[config.mk]
export PLATFORM = sky130hd
export DESIGN_NAME = exu_pipe_ctrl
export DESIGN_NICKNAME = d
export VERILOG_FILES = /design/src/rtl/exu_pipe_ctrl.sv
export SDC_FILE = /design/constraint.sdc
export NUM_CORES = 1
export LEC_CHECK = 0
export ABC_AREA = 1
export CORE_ASPECT_RATIO = 2
export CORE_MARGIN = 10
export CORE_UTILIZATION = 30
export CTS_CLUSTER_DIAMETER = 50
export DETAILED_ROUTE_END_ITERATION = 10
export PLACE_DENSITY = 0.64
export SYNTH_ARGS = -nofsm -noshare
export SYNTH_HDL_FRONTEND = slang
export SYNTH_SLANG_ARGS = --single-unit
export TNS_END_PERCENT = 10
[constraint.sdc]
create_clock -name clk -period 2.97 [get_ports clk]
set_clock_uncertainty 0.2 [all_clocks]
set_input_delay 0.891 -clock clk [delete_from_list [all_inputs] [get_ports clk]]
set_output_delay 0.891 -clock clk [all_outputs]
set_load 0.02 [all_outputs]
[src/rtl/exu_pipe_ctrl.sv]
// EX1->EX2 segment hazard and sequencing controller.
// Produces segment hold/bubble, upstream IF/ID stall/flush, MDU start/kill with a
// watchdog, and a saturating stall-cycle counter. Pure control, no datapath.
module exu_pipe_ctrl #(
    parameter int unsigned REG_IDX_W   = 5,
    parameter int unsigned MDU_TIMEOUT = 64,
    parameter int unsigned PERF_W      = 32
) (
    input  logic                 clk,
    input  logic                 rst,
    input  logic                 i_ex1_valid,
    input  logic                 i_ex1_is_mdu,
    input  logic                 i_ex1_use_rs1,
    input  logic                 i_ex1_use_rs2,
    input  logic [REG_IDX_W-1:0] i_ex1_rs1,
    input  logic [REG_IDX_W-1:0] i_ex1_rs2,
    input  logic                 i_ex2_valid,
    input  logic [REG_IDX_W-1:0] i_ex2_rd,
    input  logic                 i_ex2_write_gpr,
    input  logic                 i_ex2_mem_to_reg,
    input  logic                 i_ex2_branch_taken,
    input  logic                 i_mem_ready,
    input  logic                 i_mdu_ready,
    input  logic                 i_mdu_done,
    output logic                 o_stall_if_id,
    output logic                 o_stall_ex1,
    output logic                 o_stall_ex2,
    output logic                 o_flush_ex1,
    output logic                 o_flush_id,
    output logic                 o_mdu_start,
    output logic                 o_mdu_kill,
    output logic                 o_mdu_timeout_err,
    output logic [1:0]           o_ctrl_state,
    output logic [PERF_W-1:0]    o_stall_cycles
);

    // Wide enough to hold MDU_TIMEOUT-1 even when MDU_TIMEOUT is 1.
    localparam int unsigned WDOG_W = $clog2(MDU_TIMEOUT + 1);

    typedef enum logic [1:0] {
        StIdle    = 2'd0,
        StWaitAck = 2'd1,
        StBusy    = 2'd2,
        StDone    = 2'd3
    } state_t;

    state_t              r_state;
    state_t              w_next_state;
    logic [WDOG_W-1:0]   r_wdog;
    logic [WDOG_W-1:0]   w_wdog_next;
    logic                r_timeout_err;
    logic                w_timeout_set;
    logic [PERF_W-1:0]   r_stall_cycles;

    logic w_mem_bp;
    logic w_branch;
    logic w_load_use;
    logic w_wdog_hit;

    assign w_mem_bp   = i_ex2_valid & ~i_mem_ready;
    // Only reached when backpressure is absent, so stall_ex2=0 is implied.
    assign w_branch   = i_ex2_valid & i_ex2_branch_taken;
    assign w_load_use = i_ex1_valid & i_ex2_valid & i_ex2_write_gpr & i_ex2_mem_to_reg &
                        (i_ex2_rd != '0) &
                        ((i_ex1_use_rs1 & (i_ex1_rs1 == i_ex2_rd)) |
                         (i_ex1_use_rs2 & (i_ex1_rs2 == i_ex2_rd)));
    assign w_wdog_hit = (r_wdog == WDOG_W'(MDU_TIMEOUT - 1));

    assign o_ctrl_state      = r_state;
    assign o_mdu_timeout_err = r_timeout_err;
    assign o_stall_cycles    = r_stall_cycles;

    // Prioritised hazard resolution and FSM next-state / watchdog next value.
    always_comb begin
        o_stall_if_id = 1'b0;
        o_stall_ex1   = 1'b0;
        o_stall_ex2   = 1'b0;
        o_flush_ex1   = 1'b0;
        o_flush_id    = 1'b0;
        o_mdu_start   = 1'b0;
        o_mdu_kill    = 1'b0;
        w_next_state  = r_state;
        w_wdog_next   = '0;
        w_timeout_set = 1'b0;

        if (rst) begin
            w_next_state = StIdle;
        end else if (w_mem_bp) begin
            o_stall_if_id = 1'b1;
            o_stall_ex1   = 1'b1;
            o_stall_ex2   = 1'b1;
            // Only a completing MDU may move the FSM while the segment is frozen.
            if (r_state == StBusy) begin
                if (i_mdu_done) begin
                    w_next_state = StDone;
                end else begin
                    w_wdog_next = r_wdog;
                end
            end
        end else if (w_branch) begin
            o_flush_ex1 = 1'b1;
            o_flush_id  = 1'b1;
            // The MDU op sits in EX1, younger than the branch: abandon it.
            if (r_state != StIdle) begin
                o_mdu_kill   = 1'b1;
                w_next_state = StIdle;
            end
        end else begin
            case (r_state)
                StIdle: begin
                    if (i_ex1_valid && i_ex1_is_mdu) begin
                        o_mdu_start   = 1'b1;
                        o_stall_ex1   = 1'b1;
                        o_stall_if_id = 1'b1;
                        o_flush_ex1   = 1'b1;
                        w_next_state  = i_mdu_ready ? StBusy : StWaitAck;
                    end else if (w_load_use) begin
                        o_stall_ex1   = 1'b1;
                        o_stall_if_id = 1'b1;
                        o_flush_ex1   = 1'b1;
                    end
                end
                StWaitAck: begin
                    o_mdu_start   = 1'b1;
                    o_stall_ex1   = 1'b1;
                    o_stall_if_id = 1'b1;
                    o_flush_ex1   = 1'b1;
                    if (i_mdu_ready) begin
                        w_next_state = StBusy;
                    end
                end
                StBusy: begin
                    o_stall_ex1   = 1'b1;
                    o_stall_if_id = 1'b1;
                    o_flush_ex1   = 1'b1;
                    if (i_mdu_done) begin
                        w_next_state = StDone;
                    end else if (w_wdog_hit) begin
                        o_mdu_kill    = 1'b1;
                        w_timeout_set = 1'b1;
                        w_next_state  = StDone;
                    end else begin
                        w_wdog_next = r_wdog + 1'b1;
                    end
                end
                StDone: begin
                    // Result is written back; EX1 moves on without re-checking start.
                    w_next_state = StIdle;
                end
                default: begin
                    w_next_state = StIdle;
                end
            endcase
        end
    end

    // State, watchdog, sticky error and saturating stall counter registers.
    always_ff @(posedge clk) begin
        if (rst) begin
            r_state        <= StIdle;
            r_wdog         <= '0;
            r_timeout_err  <= 1'b0;
            r_stall_cycles <= '0;
        end else begin
            r_state <= w_next_state;
            r_wdog  <= w_wdog_next;
            if (w_timeout_set) begin
                r_timeout_err <= 1'b1;
            end
            if (o_stall_ex1 && (r_stall_cycles != {PERF_W{1'b1}})) begin
                r_stall_cycles <= r_stall_cycles + 1'b1;
            end
        end
    end

endmodule

== Yosys cells after proc, flatten, opt, wreduce, memory -nomap -nowiden ==
Cells that the tools add are included.
Operators by class
  add/subtract/negate cells: 2
  bitwise logic cells: 11
  reduce and logical (&&, ||, !) cells: 7
  multiplexer cells: 47
  equal/unequal tests: 14
Operators with widths (count)
  7-bit two-way mux: 7
  32-bit by 1-bit adder with 32-bit output, second input constant: 1
  32-bit inequality test, second input constant: 1
  1-bit two-way mux: 27
  2-bit two-way mux: 10
  4-bit inequality test, second input constant: 3
  5-bit equality test: 2
  1-bit AND: 9
  2-bit case mux with 4 select lines: 1
  7-bit by 1-bit adder with 7-bit output, second input constant: 1
  7-bit by 6-bit equality test with 1-bit output, second input constant: 1
  6-bit AND reduction: 1
  5-bit nonzero test: 1
  2-bit equality test, second input constant: 2
  1-bit case mux with 2 select lines: 2
  3-bit by 2-bit inequality test with 1-bit output, second input constant: 1
  3-bit inequality test, second input constant: 1
  2-bit by 1-bit equality test with 1-bit output, second input constant: 1
  1-bit logical AND: 2
  2-bit logical NOT: 1
  2-bit by 1-bit inequality test with 1-bit output, second input constant: 1
  2-bit inequality test, second input constant: 1
  2-bit nonzero test: 1
  2-bit OR reduction: 1
  2 further kinds: 2
Word-level totals
  register bits after elaboration: 42
  input bits: 28
  output and inout bits: 42

== Depth between registers and ports, before layout ==
Gate-level depths: netlist (run 1).
  word-level depth: 12
  depth in mapped cells: 14
  depth with buffers taken out: 14

== Worst setup path before layout (run 1) ==
OpenSTA, ideal clock, no wires.
  path type: input -> output
  start: in i_ex2_rd[3]
  end: out o_stall_if_id
  arrival time: 2.031 ns
  setup slack: -0.152 ns
  required time: 1.879 ns
  stages: 11
  path through: inv_1 -> nand2_1 -> nand2_1 -> nor2_1 -> nand3_1 -> nand2_1 -> nand2_1 -> nand2_1 -> nand2_1 -> a21oi_1 -> buf_4
On the way
  word-level cells in the longest chain between the ends: 10
RTL lines
  start: declaration: line 18  | input logic [REG_IDX_W-1:0] i_ex2_rd,
  5-bit equality test, on equally long branches: line 65, 66
  1-bit AND, on equally long branches: line 65, 66
  1-bit OR: line 65  | ((i_ex1_use_rs1 & (i_ex1_rs1 == i_ex2_rd)) |
  1-bit AND (*): line 64  | (i_ex2_rd != '0) &
  1-bit two-way mux (*) (2 in series)
  1-bit case mux with 2 select lines (*)
  1-bit two-way mux (*) (3 in series)
  end: declaration: line 25  | output logic o_stall_if_id,
Mark *: on every way between the ends. The rest lies on a longest branch, timed or not.

== Worst setup path in the final report (run 1) ==
  start: in i_ex2_rd[3]
  end: out o_flush_ex1
On the way
  word-level cells in the longest chain between the ends: 10
RTL lines
  5-bit equality test, on equally long branches: line 65, 66
  1-bit AND, on equally long branches: line 65, 66
  1-bit OR: line 65
  1-bit AND (*): line 64
  1-bit two-way mux (*): line 117  | end else if (w_load_use) begin
  1-bit two-way mux (*): line 111  | if (i_ex1_valid && i_ex1_is_mdu) begin
  1-bit case mux with 2 select lines (*): line 109  | case (r_state)
  1-bit two-way mux (*): line 100  | end else if (w_branch) begin
  1-bit two-way mux (*): line 88  | end else if (w_mem_bp) begin
  1-bit two-way mux (*): line 86  | if (rst) begin
  end: declaration: line 28  | output logic o_flush_ex1,
Marks and branches as above.

==> metrics.md, run 1 <==
| Metric | Value |
|---|---|
| Final ANT Viol Nets | `0` |
| DP HPWL | `9395 µm` |
| Worst path arrival time | `1.90 ns` |
| Type of element launching the critical path | `primary input` |
| WL/cell | `15.97 µm` |
| GRT Total Usage | `15.38%` |
| Post-synthesis simple-gate area fraction | `42.74%` |
| CP Data Required Time | `1.88 ns` |
| Asr flop ratio synth | `0%` |
| Drt via density | `4.939` |
| Drt drc | `0` |
| Starting Density | `30.63%` |
| Critical Path End Type | `output pin` |
| I/O pin count | `70` |
| Number of synthesized flops with an enable pin | `0` |
| Synth Area in Adders | `2.325%` |
| Count of different cell masters after synthesis | `39` |
| Core Area | `10,540 µm²` |
| Clock tree sinks | `42` |
| Ranking of synthesized cells by area | `dfxtp_1, nand2_1, nor2_1` |
| FP Rows | `53` |
| Via count | `3,724` |
| Hold crit path type | `reg -> reg` |
| Register area share after synthesis | `26.04%` |
| Outcome | `finished, violations left` |
| Cells after synthesis | `506` |
| Total power | `2.040 mW` |
| Pre-CTS setup slack | `-0.9992 ns` |
| Synthesized Nets | `540` |
| Violated checks | `negative setup slack` |
| Xor and xnor area share after synthesis | `7.323%` |
| Clock buffer depth | `2` |
| Pins Over Slew Limit | `0` |
| TritonCTS buffer count | `5` |
| Placed inst area | `4282 µm²` |
| DIE HEIGHT | `166.7 µm` |
| Cell area after synthesis | `3229 µm²` |
| Final Cell Area | `4574 µm²` |
| Multiplexer share of the synthesized area | `0%` |
| Post-synthesis register bit count | `42` |
| Slew margin rel. | `63.94%` |
| Worst skew pair latency | `0.29 ns` |
| Period utilisation layout | `100.8%` |
| Final min period | `2.995 ns` |
| Fillers | `1,114` |
| GPL Wtd Cong | `1.006` |
| Utilization after layout | `43.38%` |
| H-tree depth | `2` |
| Horiz. Die Dim | `93.37 µm` |
| Clk pin slew, worst setup/hold paths | `0.06 ns` |
| Yosys top cell area share | `26.04%` |
| Final setup viols | `3` |
| Synth Area per Inst | `6.382 µm²` |
| Port bufs | `69` |
| Synth Area in Compound Gates | `10.11%` |
| Vias in the first global route | `3,938` |
| PD cells | `445.9 nW/µm²` |
| Global-route wire length before repair | `19,130 µm` |
| Peak supply drop | `263.6 µV` |
| DR iter-0 viols | `99` |
| Leak Pwr | `1.801 nW` |
| Main combinational cell family by area after synthesis | `simple AND/OR/NAND/NOR gates` |
| Dominant cell type by area after synthesis | `dfxtp_1` |
| RSZ-0062 raised after global routing | `yes` |
| Grt ovf | `0` |
| Final Hold Vio Count | `0` |
| Detailed Route WL | `12,040 µm` |
| Post-synth top flop | `dfxtp_1` |
| F_max | `0.3339 GHz` |
| Largest net degree at the start of global routing | `33` |
| # nets final | `650` |
| Max-cap violation count | `0` |
| Die area | `15,570 µm²` |
| Initial antenna violation count | `0` |
| N_diodes | `0` |
| Fin worst setup slack | `-0.02518 ns` |
| Hold-fix buffers, CTS | `0` |
| Setup Crit Path Kind | `in -> out` |
| Layout overhead on the synthesized area | `41.65%` |
| Crit path max fanout | `4` |
| Initial DRT Pass Iterations | `5` |
| Root buffer cell | `clkbuf_16` |
| Synth Warn # | `0` |
| Slew @ Worst Pin | `0.5368 ns` |
| Share of cells above drive strength 1 | `25.61%` |
| CTS tree | `yes` |
-- final cells by class --
class	count	area, µm²	area share [%]
clock inverters	1	5.005	0.1094
well taps	137	171.4	3.747
inverters	63	244.0	5.334
flip-flops and latches	42	840.8	18.38
multi-input cells	384	2105	46.01
clock buffers	7	142.6	3.118
repair buffers	120	1066	23.30
-- worst paths after layout --
kind                                                startpoint                             end  slack (ns)  depth (start not counted)
worst max-delay path                               i_ex2_rd[3]                     o_flush_ex1       -0.03                         11
worst max register to register          r_wdog[1]$_SDFFE_PP0P_  o_mdu_timeout_err$_SDFFE_PP0P_        0.16                         20
worst min-delay path            o_mdu_timeout_err$_SDFFE_PP0P_  o_mdu_timeout_err$_SDFFE_PP0P_        0.27                          2
worst min register to register  o_mdu_timeout_err$_SDFFE_PP0P_  o_mdu_timeout_err$_SDFFE_PP0P_        0.27                          2
-- layout by cell type (no fill, tap or decap), types with 4 or more instances in the layout --
| cell | n |
|---|---|
| clkbuf_16 | 5 |
| nor2_4 | 4 |
| nor3_1 | 14 |
| inv_2 | 9 |
| buf_6 | 11 |
| nor2_2 | 7 |
| a21oi_2 | 13 |
| buf_4 | 52 |
| ha_1 | 6 |
| xor2_1 | 18 |
| o21ai_0 | 5 |
| inv_1 | 50 |
| nand2_2 | 26 |
| dfxtp_1 | 42 |
| nand4_1 | 38 |
| nand3_1 | 10 |
| buf_2 | 9 |
| nor4_1 | 4 |
| xnor2_1 | 9 |
| nor2_1 | 59 |
| a21oi_1 | 26 |
| nand2_1 | 124 |
| clkdlybuf4s50_1 | 36 |
-- synth_stat cells (3+ instances only) --
cell and instances:
clkbuf_1 4, nor4_1 4, a21oi_1 28, nor2_1 64, a21oi_2 11, nand2_1 138, xor2_1 18, nand2_2 12
o21ai_0 5, nor3_1 16, buf_6 3, nor2_4 3, xnor2_1 9, buf_2 4, dfxtp_1 42, nand3_1 11
nand4_1 38, ha_1 6, nor2_2 3, inv_1 60
-- flip-flops by register name, indices dropped and copies added (netlist names) --
signal,cells
o_mdu_timeout_err,1
o_stall_cycles,32
o_ctrl_state,2
r_wdog,7
-- critical path, cell delays in order --
cell and delay, ns:
buf_6 0.08, inv_4 0.03, buf_4 0.13, nand4_1 0.11, o21ai_1 0.07, inv_1 0.06, nand2_1 0.05, nand2_1 0.06
nand2_2 0.07, a211oi_2 0.18, buf_4 0.17
-- kinds of logic (layout without fill, tap and decap cells) --
kind of cell,after synthesis,after routing
buf+inv,80,191
fa+ha+maj,6,6
compound gates,53,53
xor+xnor,27,27
flops,42,42
simple gates,298,298
-- where the power goes --
part | switching [mW] | internal [mW] | leakage, nW | total [mW]
registers | 0.0254 | 0.587 | 0.339 | 0.612
logic | 0.504 | 0.365 | 1.39 | 0.869
clock network | 0.226 | 0.334 | 0.0739 | 0.559
-- timing repair --
item	in CTS	in global routing
setup buffers	14	0
pin swaps	36	24
endpoints found under the setup margin	7	7
gates resized for setup	145	30
-- metal layers --
layer,global-route usage [%],vias to the layer above,share of wire [%]
met5,0,-,0
met3,2.701,40,4.9
li1,-,1859,-
met1,12.61,1701,32
met4,10.32,0,5.9
met2,30.77,124,58
-- stage by stage --
step	instances	setup TNS (ns)	hold WS, ns
2_1_floorplan	506	-0.03087	0.2385
3_3_place_gp	732	-6.154	0.2563
3_5_place_dp	732	-8.092	0.2499
4_1_cts	754	-0.1325	0.2641
5_1_grt	754	-0.3692	0.2924
6_report	754	-0.07312	0.2710
Note: power is estimated with default switching activity, not from simulation.
==> run 2, diff against run 1 <==
CORE_UTILIZATION = 45   (was 30)
PLACE_DENSITY = 0.84   (was 0.64)
==> metrics.md, run 2 (synthesized netlist as in run 1, its figures left out) <==
| Metric | Value |
|---|---|
| Outcome | `finished, violations left` |
| Violated checks | `negative setup slack` |
| Max reg flops | `32 (unchanged)` |
| Leak Pwr | `1.906 nW (+5.8%)` |
| Flip-flop and latch area | `840.8 µm² (unchanged)` |
| Final ANT Viol Nets | `0 (unchanged)` |
| Clk pin slew, worst setup/hold paths | `0.06 ns (about the same)` |
| Layout overhead on the synthesized area | `44.98%` |
| DP HPWL | `8852 µm (-5.8%)` |
| PD cells | `497.2 nW/µm² (+11%)` |
| I/O pin count | `70 (unchanged)` |
| N_diodes | `0 (unchanged)` |
| Total power | `2.328 mW (+14%)` |
| Type of element launching the critical path | `primary input` |
| GRT Total Usage | `20.53% (+5.1 points)` |
| Final Hold Vio Count | `0 (unchanged)` |
| Root buffer cell | `clkbuf_16` |
| Critical Path End | `o_flush_ex1` |
| Worst path arrival time | `1.94 ns (+0.04 ns)` |
| Crit path from | `i_ex2_rd[3]` |
| Largest net degree at the start of global routing | `22 (-33%)` |
| Critical Path End Type | `output pin` |
| H-tree depth | `2 (unchanged)` |
| Clock buffer depth | `2 (unchanged)` |
| Starting Density | `46.53% (+16 points)` |
| Grt ovf | `0 (unchanged)` |
| Port bufs | `69 (unchanged)` |
| CTS tree | `yes` |
| Drt via density | `5.425 (+9.8%)` |
| Final setup viols | `3 (unchanged)` |
| Setup Crit Path Kind | `in -> out` |
| Leading cell types in the layout, fill and taps excluded | `nand2_1, nor2_1, buf_4, inv_1, dfxtp_1` |
| TritonCTS buffer count | `5 (unchanged)` |
| Fillers | `566 (-49%)` |
| Area of the multi-input gates | `2126 µm² (+1.0%)` |
| RSZ-0062 raised after global routing | `yes` |
| Detailed Route WL | `11,820 µm (-1.8%)` |
| WL/cell | `16.51 µm (+3.4%)` |
| FF-to-FF Start | `o_ctrl_state[0]$_SDFFE_PP0P_` |
| CP Data Required Time | `1.88 ns (about the same)` |
| Pins Over Slew Limit | `0 (unchanged)` |
| Setup slack, reg-to-reg | `0.41 ns (+0.25 ns)` |
| Die area | `11,170 µm² (-28%)` |
| F_max | `0.3295 GHz (-1.3%)` |
| DR iter-0 viols | `246 (+150%)` |
| Worst skew pair latency | `0.29 ns (about the same)` |
| Period utilisation layout | `102.2% (+1.4 points)` |
| Reg2Reg Depth | `19 (-5.0%)` |
| Peak supply drop | `434.5 µV (+65%)` |
| Final min period | `3.035 ns (+0.04015 ns)` |
| DIE HEIGHT | `139.8 µm (-16%)` |
| Via count | `3,884 (+4.3%)` |
| Crit path max fanout | `4 (unchanged)` |
| GPL Wtd Cong | `1.008 (+0.20%)` |
| Slew margin rel. | `64.75% (+0.82 points)` |
| # nets final | `659 (+1.4%)` |
| Initial DRT Pass Iterations | `4 (-1)` |
| Leading cell type in the layout, fill and taps excluded | `nand2_1` |
| FP Rows | `43 (-19%)` |
| Vias in the first global route | `4,070 (+3.4%)` |
| Setup TNS | `-0.1752 ns (-0.1021 ns)` |
| Global-route wire length before repair | `18,710 µm (-2.2%)` |
| Share of cells above drive strength 1 | `26.20% (+0.59 points)` |
| Drt drc | `0 (unchanged)` |
| Core Area | `6940 µm² (-34%)` |
| Hold-fix buffers, CTS | `0 (unchanged)` |
| Horiz. Die Dim | `79.90 µm (-14%)` |
| Hold crit path type | `reg -> reg` |
| RR Endpoint | `r_wdog[2]$_SDFFE_PP0P_` |
| Max-cap violation count | `0 (unchanged)` |
| Fin worst setup slack | `-0.06533 ns (-0.04015 ns)` |
| Initial antenna violation count | `0 (unchanged)` |
| Slew @ Worst Pin | `0.5247 ns (-0.01214 ns)` |
| Clock tree sinks | `42 (unchanged)` |
run 2: worst min path at each step:
stage / startpoint / endpoint / slack, ns / cells after the start
floorplan: r_wdog[6]$_SDFFE_PP0P_ / r_wdog[6]$_SDFFE_PP0P_ / 0.24 / 2
global placement: r_wdog[6]$_SDFFE_PP0P_ / r_wdog[6]$_SDFFE_PP0P_ / 0.25 / 2
detailed placement: o_mdu_timeout_err$_SDFFE_PP0P_ / o_mdu_timeout_err$_SDFFE_PP0P_ / 0.26 / 2
CTS: o_mdu_timeout_err$_SDFFE_PP0P_ / o_mdu_timeout_err$_SDFFE_PP0P_ / 0.27 / 2
global route: o_mdu_timeout_err$_SDFFE_PP0P_ / o_mdu_timeout_err$_SDFFE_PP0P_ / 0.30 / 2
finish: o_mdu_timeout_err$_SDFFE_PP0P_ / o_mdu_timeout_err$_SDFFE_PP0P_ / 0.28 / 2
run 2: per-layer routing:
layer | vias to the layer above | wire length [µm] | share of wire (%) | GRT usage, %
met5 | - | 0 | 0 | 0
met4 | 0 | 734 | 6.2 | 14.65
met3 | 50 | 670 | 5.7 | 3.548
met2 | 155 | 6627 | 56 | 39.40
met1 | 1799 | 3791 | 32 | 17.64
li1 | 1880 | - | - | -
run 2: cell type report:
class                   instances  area share [%]
multi-input cells             384           45.40
repair buffers                129           24.88
flip-flops and latches         42           17.96
inverters                      63           5.211
clock buffers                   5           2.672
well taps                      90           2.405
clock inverters                 3           1.470
run 2: critical path, stage by stage:
cell and delay (ns):
buf_6 0.08, inv_4 0.04, nand2_2 0.06, nand2_2 0.05, nor2_2 0.13, nand3_1 0.09, nand2_1 0.07, nand2_1 0.05
nand2_1 0.07, nand2_2 0.08, a211oi_2 0.17, buf_4 0.17
run 2: where the power goes:
part           internal [mW]  total, mW  switching, mW
logic                  0.445      0.994          0.549
clock network          0.484      0.731          0.247
registers              0.586      0.603         0.0165
run 2: through the flow:
| stage | cells | hold slack, ns | instance area [µm²] | util, % | setup slack [ns] |
|---|---|---|---|---|---|
| 2_1_floorplan | 506 | 0.2385 | 3238 | - | -0.03087 |
| 3_3_place_gp | 688 | 0.2476 | 4258 | 61.35 | -0.9817 |
| 3_5_place_dp | 688 | 0.2591 | 4258 | 61.35 | -1.034 |
| 4_1_cts | 714 | 0.2739 | 4611 | 66.43 | -0.09997 |
| 5_1_grt | 716 | 0.3043 | 4682 | 67.46 | -0.1248 |
| 6_report | 716 | 0.2776 | 4682 | 67.46 | -0.06533 |
run 2: repair_timing:
action,CTS,global route
endpoints found under the setup margin,7,9
setup buffers,18,2
resized for setup,150,27
pin swaps,36,21
